<file path="src/rtl/qsfp_scan_sequencer.sv">
// -----------------------------------------------------------------------------
// qsfp_scan_sequencer
//
// Purpose:
//    Power-up and periodic scan sequencer for a group of QSFP sideband
//    channels. After a reset hold-off it starts the power engine, then runs an
//    INIT pass and repeated SCAN passes over the enabled channels. Between
//    passes it idles for SCAN_PERIOD cycles. It also arbitrates one shared I2C
//    controller between the engine slots: slot 0 is power and slot k+1 is
//    channel k. Only the slot being waited on is granted the bus.
//
// Optional feature:
//    `define QSFP_SCAN_SEQ_TIMEOUT_EN enables a per-WAIT watchdog. When it
//    expires it sets a sticky timeout_err bit for that slot and advances as
//    if the operation had completed. Without the macro, WAIT states wait
//    indefinitely and timeout_err is tied to 0.
//
// Ports:
//    clk, rst                      single clock, synchronous active-high reset
//    ch_enable[N_CH]               per-channel participation mask
//    pwr_start / pwr_cmplt         power engine start pulse / completion
//    ch_start, ch_init / ch_cmplt  per-channel start pulse, init qualifier /
//                                  completion
//    eng_pulse, eng_rw, eng_id,    engine-side request buses, one lane per slot
//    eng_addr, eng_wdata
//    eng_rdata, eng_cmplt          read data and completion back to engines
//    IO_*                          shared I2C controller interface
//    timeout_err[N_CH+1]           sticky watchdog flags per slot
//    busy, dbg_state               status
// -----------------------------------------------------------------------------
module qsfp_scan_sequencer #(
   parameter int N_CH        = 4,
   parameter int RST_DLY     = 50000000,
   parameter int SCAN_PERIOD = 50000000,
   parameter int TIMEOUT     = 1000000
) (
   input  logic                  clk,
   input  logic                  rst,
   input  logic [N_CH-1:0]       ch_enable,
   output logic                  pwr_start,
   input  logic                  pwr_cmplt,
   output logic [N_CH-1:0]       ch_start,
   output logic [N_CH-1:0]       ch_init,
   input  logic [N_CH-1:0]       ch_cmplt,
   input  logic [N_CH:0]         eng_pulse,
   input  logic [N_CH:0]         eng_rw,
   input  logic [8*(N_CH+1)-1:0] eng_id,
   input  logic [8*(N_CH+1)-1:0] eng_addr,
   input  logic [8*(N_CH+1)-1:0] eng_wdata,
   output logic                  IO_CONTROL_PULSE,
   output logic                  IO_CONTROL_RW,
   output logic [7:0]            IO_CONTROL_ID,
   output logic [7:0]            IO_ADDR_ADDR,
   output logic [7:0]            IO_WDATA_WDATA,
   input  logic [7:0]            IO_RDATA_RDATA,
   input  logic                  IO_CONTROL_CMPLT,
   output logic [7:0]            eng_rdata,
   output logic [N_CH:0]         eng_cmplt,
   output logic [N_CH:0]         timeout_err,
   output logic                  busy,
   output logic [7:0]            dbg_state
);

   localparam int IDX_W  = (N_CH > 1) ? $clog2(N_CH) : 1;
   localparam int SLOT_W = $clog2(N_CH + 1);
   localparam logic [IDX_W-1:0] LAST_IDX = IDX_W'(N_CH - 1);

   // Parameter range guard, evaluated at elaboration only
   if (N_CH < 1 || N_CH > 8 || RST_DLY < 1 || SCAN_PERIOD < 0 || TIMEOUT < 1) begin : g_param_check
      $error("qsfp_scan_sequencer: parameter out of range");
   end

   typedef enum logic [2:0] {
      ST_RST        = 3'd0,
      ST_PWR_ISSUE  = 3'd1,
      ST_PWR_WAIT   = 3'd2,
      ST_INIT_ISSUE = 3'd3,
      ST_INIT_WAIT  = 3'd4,
      ST_SCAN_ISSUE = 3'd5,
      ST_SCAN_WAIT  = 3'd6,
      ST_DELAY      = 3'd7
   } state_t;

   state_t            state_r, next_state_s;
   logic [IDX_W-1:0]  idx_r, next_idx_s;
   // Shared down-counter: reset hold-off, inter-pass delay and watchdog never
   // overlap in time, so one counter serves all three.
   logic [31:0]       cnt_r, next_cnt_s;
   logic              slot_done_s;
   logic              init_phase_s;
   logic              granted_s;
   logic [SLOT_W-1:0] slot_s;
   logic              wd_expire_s;

   assign granted_s    = (state_r inside {ST_PWR_WAIT, ST_INIT_WAIT, ST_SCAN_WAIT});
   assign slot_s       = (state_r == ST_PWR_WAIT) ? SLOT_W'(0) : (SLOT_W'(idx_r) + SLOT_W'(1));
   assign init_phase_s = (state_r inside {ST_INIT_ISSUE, ST_INIT_WAIT});

`ifdef QSFP_SCAN_SEQ_TIMEOUT_EN
   logic [N_CH:0] timeout_err_r;

   assign wd_expire_s = granted_s && (cnt_r <= 32'd1);
   assign timeout_err = timeout_err_r;

   // Sticky per-slot watchdog flags, cleared only by rst
   always_ff @(posedge clk) begin
      if (rst) begin
         timeout_err_r <= '0;
      end else if (wd_expire_s) begin
         timeout_err_r[slot_s] <= 1'b1;
      end else begin
         timeout_err_r <= timeout_err_r;
      end
   end
`else
   assign wd_expire_s = 1'b0;
   assign timeout_err = '0;
`endif

   // State, channel index and counter registers
   always_ff @(posedge clk) begin
      if (rst) begin
         state_r <= ST_RST;
         idx_r   <= '0;
         cnt_r   <= 32'(RST_DLY);
      end else begin
         state_r <= next_state_s;
         idx_r   <= next_idx_s;
         cnt_r   <= next_cnt_s;
      end
   end

   // Next-state, index and counter logic
   always_comb begin
      next_state_s = state_r;
      next_idx_s   = idx_r;
      next_cnt_s   = cnt_r;
      slot_done_s  = 1'b0;
      case (state_r)
         ST_RST: begin
            if (cnt_r == 32'd0) begin
               next_state_s = ST_PWR_ISSUE;
            end else begin
               next_cnt_s = cnt_r - 32'd1;
            end
         end
         ST_PWR_ISSUE: begin
            next_state_s = ST_PWR_WAIT;
`ifdef QSFP_SCAN_SEQ_TIMEOUT_EN
            next_cnt_s = 32'(TIMEOUT);
`endif
         end
         ST_PWR_WAIT: begin
            if (pwr_cmplt || wd_expire_s) begin
               next_state_s = ST_INIT_ISSUE;
               next_idx_s   = '0;
            end else begin
`ifdef QSFP_SCAN_SEQ_TIMEOUT_EN
               next_cnt_s = cnt_r - 32'd1;
`endif
            end
         end
         ST_INIT_ISSUE, ST_SCAN_ISSUE: begin
            if (ch_enable[idx_r]) begin
               next_state_s = init_phase_s ? ST_INIT_WAIT : ST_SCAN_WAIT;
`ifdef QSFP_SCAN_SEQ_TIMEOUT_EN
               next_cnt_s = 32'(TIMEOUT);
`endif
            end else begin
               // Disabled slot: consume exactly one cycle, no start pulse
               slot_done_s = 1'b1;
            end
         end
         ST_INIT_WAIT, ST_SCAN_WAIT: begin
            if (ch_cmplt[idx_r] || wd_expire_s) begin
               slot_done_s = 1'b1;
            end else begin
`ifdef QSFP_SCAN_SEQ_TIMEOUT_EN
               next_cnt_s = cnt_r - 32'd1;
`endif
            end
         end
         ST_DELAY: begin
            if (cnt_r == 32'd0) begin
               next_state_s = ST_SCAN_ISSUE;
               next_idx_s   = '0;
            end else begin
               next_cnt_s = cnt_r - 32'd1;
            end
         end
         default: begin
            next_state_s = ST_RST;
            next_idx_s   = '0;
            next_cnt_s   = 32'(RST_DLY);
         end
      endcase

      // Advance to the next channel slot or finish the pass
      if (slot_done_s) begin
         if (idx_r == LAST_IDX) begin
            next_idx_s = '0;
            if (init_phase_s) begin
               next_state_s = ST_SCAN_ISSUE;
            end else begin
               next_state_s = ST_DELAY;
               next_cnt_s   = 32'(SCAN_PERIOD);
            end
         end else begin
            next_idx_s   = idx_r + IDX_W'(1);
            next_state_s = init_phase_s ? ST_INIT_ISSUE : ST_SCAN_ISSUE;
         end
      end else begin
         next_idx_s = next_idx_s;
      end
   end

   // Start pulses decoded from the ISSUE states
   always_comb begin
      ch_start = '0;
      ch_init  = '0;
      if ((state_r inside {ST_INIT_ISSUE, ST_SCAN_ISSUE}) && ch_enable[idx_r]) begin
         ch_start[idx_r] = 1'b1;
         ch_init[idx_r]  = (state_r == ST_INIT_ISSUE);
      end else begin
         ch_start = '0;
      end
   end

   // I2C bus mux: only the granted slot reaches the controller
   always_comb begin
      IO_CONTROL_PULSE = 1'b0;
      IO_CONTROL_RW    = 1'b0;
      IO_CONTROL_ID    = 8'h00;
      IO_ADDR_ADDR     = 8'h00;
      IO_WDATA_WDATA   = 8'h00;
      eng_cmplt        = '0;
      if (granted_s) begin
         IO_CONTROL_PULSE  = eng_pulse[slot_s];
         IO_CONTROL_RW     = eng_rw[slot_s];
         IO_CONTROL_ID     = eng_id[{slot_s, 3'b000} +: 8];
         IO_ADDR_ADDR      = eng_addr[{slot_s, 3'b000} +: 8];
         IO_WDATA_WDATA    = eng_wdata[{slot_s, 3'b000} +: 8];
         eng_cmplt[slot_s] = IO_CONTROL_CMPLT;
      end else begin
         eng_cmplt = '0;
      end
   end

   assign pwr_start = (state_r == ST_PWR_ISSUE);
   assign busy      = !(state_r inside {ST_RST, ST_DELAY});
   assign dbg_state = {5'b00000, state_r};
   assign eng_rdata = IO_RDATA_RDATA;

endmodule

</file>
<file path="config.mk">
export PLATFORM = sky130hd
export DESIGN_NAME = qsfp_scan_sequencer
export DESIGN_NICKNAME = d
export VERILOG_FILES = /design/src/rtl/qsfp_scan_sequencer.sv
export SDC_FILE = /design/constraint.sdc
export NUM_CORES = 1
export LEC_CHECK = 0
export CAP_MARGIN = 20
export CORE_MARGIN = 4
export CORE_UTILIZATION = 42
export CTS_BUF_LIST = sky130_fd_sc_hd__clkbuf_8
export CTS_CLUSTER_DIAMETER = 200
export CTS_CLUSTER_SIZE = 24
export DETAILED_ROUTE_END_ITERATION = 8
export PLACE_DENSITY = 0.89
export SYNTH_ARGS = -nofsm -noshare
export SYNTH_HDL_FRONTEND = slang
export SYNTH_SLANG_ARGS = --single-unit
export TNS_END_PERCENT = 50
</file>
<file path="constraint.sdc">
create_clock -name clk -period 4.7 [get_ports clk]
set_input_delay 0.94 -clock clk [delete_from_list [all_inputs] [get_ports clk]]
set_output_delay 0.94 -clock clk [all_outputs]
set_load 0.05 [all_outputs]
</file>
======== Word-level counts from Yosys, hierarchy flattened ========
Index checks and enable logic that the tools add are counted.
storage, ports and cells
  input bits .............................. 150
  bits in registers ....................... 37
  word-level logic and storage cells ...... 88
  output and inout port bits .............. 62
cells by class
  order comparisons ....................... 4
  $add $sub $neg .......................... 3
  shifts and indexed selects .............. 3
  mux-type cells .......................... 44
  reduce and logical (&&, ||, !) cells .... 17
  bitwise logic cells ..................... 2
  equal/unequal tests ..................... 12
operators by type and width
  cell                   number
  $mux 32                5
  $shiftx 40x7->8        3
  $logic_not 32->1       1
  $sub 32x1->32 const B  1
  $mux 3                 8
  $mux 8                 3
  $pmux 3 s5             1
  $eq 3x3->1 const B     4
  $mux 2                 6
  $ne 3x3->1 const B     4
  $mux 1                 10
  $mux 4                 2
  $bmux 1 s3             2
  $eq 3x2->1 const B     2
  $reduce_bool 2->1      3
  $reduce_bool 3->1      2
  $reduce_bool 6->1      1
  $reduce_or 2->1        3
  $and 5x5->5            1
  $mux 5                 1
  $reduce_and 5->1       1
  $and 4x4->4            1
  $bmux 1 s2             2
  $lt 3x4->1 const B     1
  15 further kinds       17

======== Depth between registers and ports, before layout ========
  word-level depth ........................ 8
  depth in mapped cells ................... 9
  mapped depth without buffers ............ 8

======== Worst setup path after synthesis ========
OpenSTA, ideal clock, no wires.
  path kind ............................... register to output
  start point ............................. register idx_r[0]
  end point ............................... output IO_ADDR_ADDR[7]
  cell stages (with the launch flop) ...... 10
  path buffers ............................ 3
  path slack .............................. 0.471 ns
  arrival time ............................ 3.289 ns
  required time ........................... 3.760 ns
  cells stage by stage .................... dfxtp_1 -> clkbuf_1 -> inv_1 -> ha_1 -> clkbuf_1 -> nor2_1 -> nor2_1 -> clkbuf_1 -> o221ai_1 -> a211oi_1
between the ends
  word-level cells in the longest chain between the ends .. 4
RTL lines
  item                    line  source
  start, declared         85    logic [IDX_W-1:0] idx_r, next_idx_s;
  start signal, assigned  128   idx_r <= next_idx_s;
  $add 2x1->3             96    assign slot_s = (state_r == ST_PWR_WAIT) ? SLOT_W'(0) : (SLOT_W'(idx_r) + SLOT_W'(1));
  $mux 3                  96
  $shiftx 40x7->8         241   IO_ADDR_ADDR = eng_addr[{slot_s, 3'b000} +: 8];
  $mux 8                  237   if (granted_s) begin
  end, declared           53    output logic [7:0] IO_ADDR_ADDR,
Every way passes these cells.

======== Final worst setup path ========
  start point ............................. register state_r[1]
  end point ............................... output IO_CONTROL_ID[6]
between the ends
  word-level cells in the longest chain between the ends .. 4
  elaborated cells on any way between the ends .. 7
  classes of those cells .................. 3 x eq/ne; 1 x shift; 2 x mux; 1 x reduce/logical
RTL lines
  item                    line    source
  start, declared         84      state_t state_r, next_state_s;
  start signal, assigned  127     state_r <= next_state_s;
  $eq 3x2->1              95, 96
  $mux 3                  96
  $shiftx 40x7->8         240     IO_CONTROL_ID = eng_id[{slot_s, 3'b000} +: 8];
  $mux 8 (*)              237
  end, declared           52      output logic [7:0] IO_CONTROL_ID,
Every way passes the cells marked *; elsewhere a longest branch is shown, timed or not.

==> results.cfg <==
[clocking]
cts-root-buf = clkbuf_8
clock_sinks = 37
cts_made_buffers = 5
cts_tree = built
post_cts_buffers = 0
clockBufferDepth = 2
h-tree-depth = 2
cts_resized = 0
cts_hold_buf = 0
clock_latency_ps = 300
clk_pin_slew_ps = 70

[placed_design]
gp_congestion = 0.929
pre_cts_ws_ps = 745
port_buffers = 185
hpwl_um = 11800

[route]
viasPerCell = 6.47
top_layer_used = met5
route.detailed.drc = 0
wl_met3_um = 1860
ant_nets = 0
drt_iter0_drc = 368
routed-wl-met2_um = 6800
finalWirelength_um = 15200
dr_total_vias = 4636
dr.pass1.iters = 5
wl_met1_um = 6160
routedWlPerCell_um = 21.2

[worst_setup_path]
cp_max_fo = 28
crit_buf_inv = 2
critPathRequiredTime_ps = 3760
path_delay_family = buffers and inverters
worstPathArrival_ps = 3160
slowest_delay_ps = 850
cp_cell_sequence = or3b_2, nand2_1, buf_4, a221oi_1, a211oi_1, clkdlybuf4s50_1
critPathLaunchType = flop
cp_slowest_cell = clkdlybuf4s50_1
cp-end-kind = output pin
crit_type = reg2out

[grt]
grt_start_max_net_pins = 42
antenna_found_initial = 2
grt_pass1_vias = 4178
grt_overflow = 0
grt_pass1_wl_um = 23000
grt_use_total_pct = 28.9

[yosys]
synthDistinctLibCells = 54
yosys-top-cells-area = dfxtp_1 (21%), o221ai_1 (12%), a21oi_1 (7.6%), a211oi_1 (6.2%), or4_1 (5.6%)
syn_area_per_cell_um2 = 7.61
synthCells = 461
synth-seq-cells = 37
ys_seq_area_share_pct = 21.1
ys_async_sr_fraction_pct = 0
synth_top_area_share_pct = 21.1
synth_warnings = 0
syn_area_um2 = 3510
yosys.area.top_type = dfxtp_1
synth-edff-count = 0
ys.flop_type = dfxtp_1

[cells_and_area]
final_cell_mix = clkdlybuf4s50_1 (160), a21oi_1 (53), o221ai_1 (50)
area_growth_pct = 53.3
antenna_cells = 0
n_fill_cell = 678
nets = 768
drive_above_1_share_pct = 10.3
final_common_cell = clkdlybuf4s50_1

[floorplan]
initial_core_util_pct = 42.9
ioPinCount = 212
dieArea_um2 = 9880
die-width_um = 99.4
core.rowCount = 33
core_um2 = 8180
die_height_um = 99.4

[power]
p_sw_w = 0.000242
power_leakage_nw = 1.81
power_frac_comb_pct = 28.0
pwr_density_cell_nw_per_um2 = 164
power.share.clock_pct = 33.5
switching_share_pct = 27.4
p_int_w = 0.000641
pwr-share-seq_pct = 38.5
vdd_drop_max_mv = 0.239

[sta]
fin_crit_ps = 4100
drv_slew = 0
setup_violations = 0
fin_worst_skew_ps = 10.8
worstMarginPinSlew_ps = 1110
setup_slack_ps = 605
relSlewSlack_pct = 25.9
min_period_over_period_pct = 87.1
finalSetupTns_ps = 0
fmax_mhz = 244
holdWs_ps = 492
rsz0062_at_grt = no
hold_viol = 0

[run]
timing.max_cap.violations = 0

[worst_hold_path]
hold_path.class = reg2reg

[run_status]
run_status = complete, no violations
==> synth_stat cells (all sizes together) (3+ instances only) <==
| master | number |
|---|---|
| a211oi | 29 |
| a21oi | 53 |
| and2 | 8 |
| and3 | 4 |
| buf | 24 |
| clkbuf | 35 |
| dfxtp | 37 |
| ha | 7 |
| inv | 10 |
| nand2 | 13 |
| nand2b | 5 |
| nand3 | 17 |
| nor2 | 16 |
| nor3 | 13 |
| nor4 | 5 |
| o21ai | 18 |
| o221ai | 50 |
| o311ai | 3 |
| o31ai | 19 |
| o41ai | 3 |
| or2 | 4 |
| or3 | 26 |
| or4 | 30 |
==> final timing paths <==
check,from,to,slack (ps),cells after the start
worst max-delay path,state_r[1],IO_CONTROL_ID[6],600,6
worst min-delay path,cnt_r[31],cnt_r[31],490,2
worst max register to register,cnt_r[0],cnt_r[11],1600,8
worst min register to register,cnt_r[31],cnt_r[31],490,2
==> final cells by class <==
cell class	instances	area, um^2	area share, %
Inverter	10	37.5	0.698
Multi-Input combinational cell	363	2460	45.8
Clock inverter	2	37.5	0.698
Timing Repair Buffer	194	1880	35.0
Sequential cell	37	741	13.8
Tap cell	105	131	2.44
Clock buffer	6	82.6	1.54
==> power by group through the flow <==
stage               Combinational [W]  Sequential [W]  Clock [W]
floorplan                    0.000122        0.000344          0
global placement             0.000238        0.000346          0
detailed placement           0.000242        0.000347          0
CTS                          0.000245        0.000340   0.000296
global route                 0.000265        0.000342   0.000310
finish                       0.000248        0.000340   0.000296
==> metrics by stage <==
step	total power (W)	area, um^2	cells	util [%]
2_1_floorplan	0.000465	3540	470	-
3_3_place_gp	0.000584	5260	709	64.3
3_5_place_dp	0.000589	5260	709	64.3
4_1_cts	0.000881	5380	717	65.8
5_1_grt	0.000917	5380	717	65.8
6_report	0.000884	5380	717	65.8
==> flip-flops by register name, indices dropped and copies added (netlist names) <==
register and cells:
cnt_r 32, idx_r 2, state_r 3
==> routing by layer <==
metal	vias to the layer above	GRT usage, %
li1	2139	-
met1	2163	39.5
met2	290	44.0
met3	40	9.54
met4	4	7.35
met5	-	0
==> logic make-up (layout without fill, tap and decap cells) <==
group / count (synthesis) / count (layout) / synth area share, %
AOI/OAI and AO/OA: 192 / 192 / 38.4
and+or+nand+nor: 149 / 149 / 25.8
buffers and inverters: 70 / 212 / 10.0
DFF: 37 / 37 / 21.1
adders and majority gates: 7 / 7 / 2.50
muxes: 4 / 4 / 1.86
other: 1 / 10 / 0.107
xor gates and xnor gates: 1 / 1 / 0.250
==> worst min-delay path, delay by kind of cell (launching register included) <==
family / cells / cell delay (ps)
flops: 1 / 330
compound gates: 2 / 120
Power figures use the tool's default switching activity.
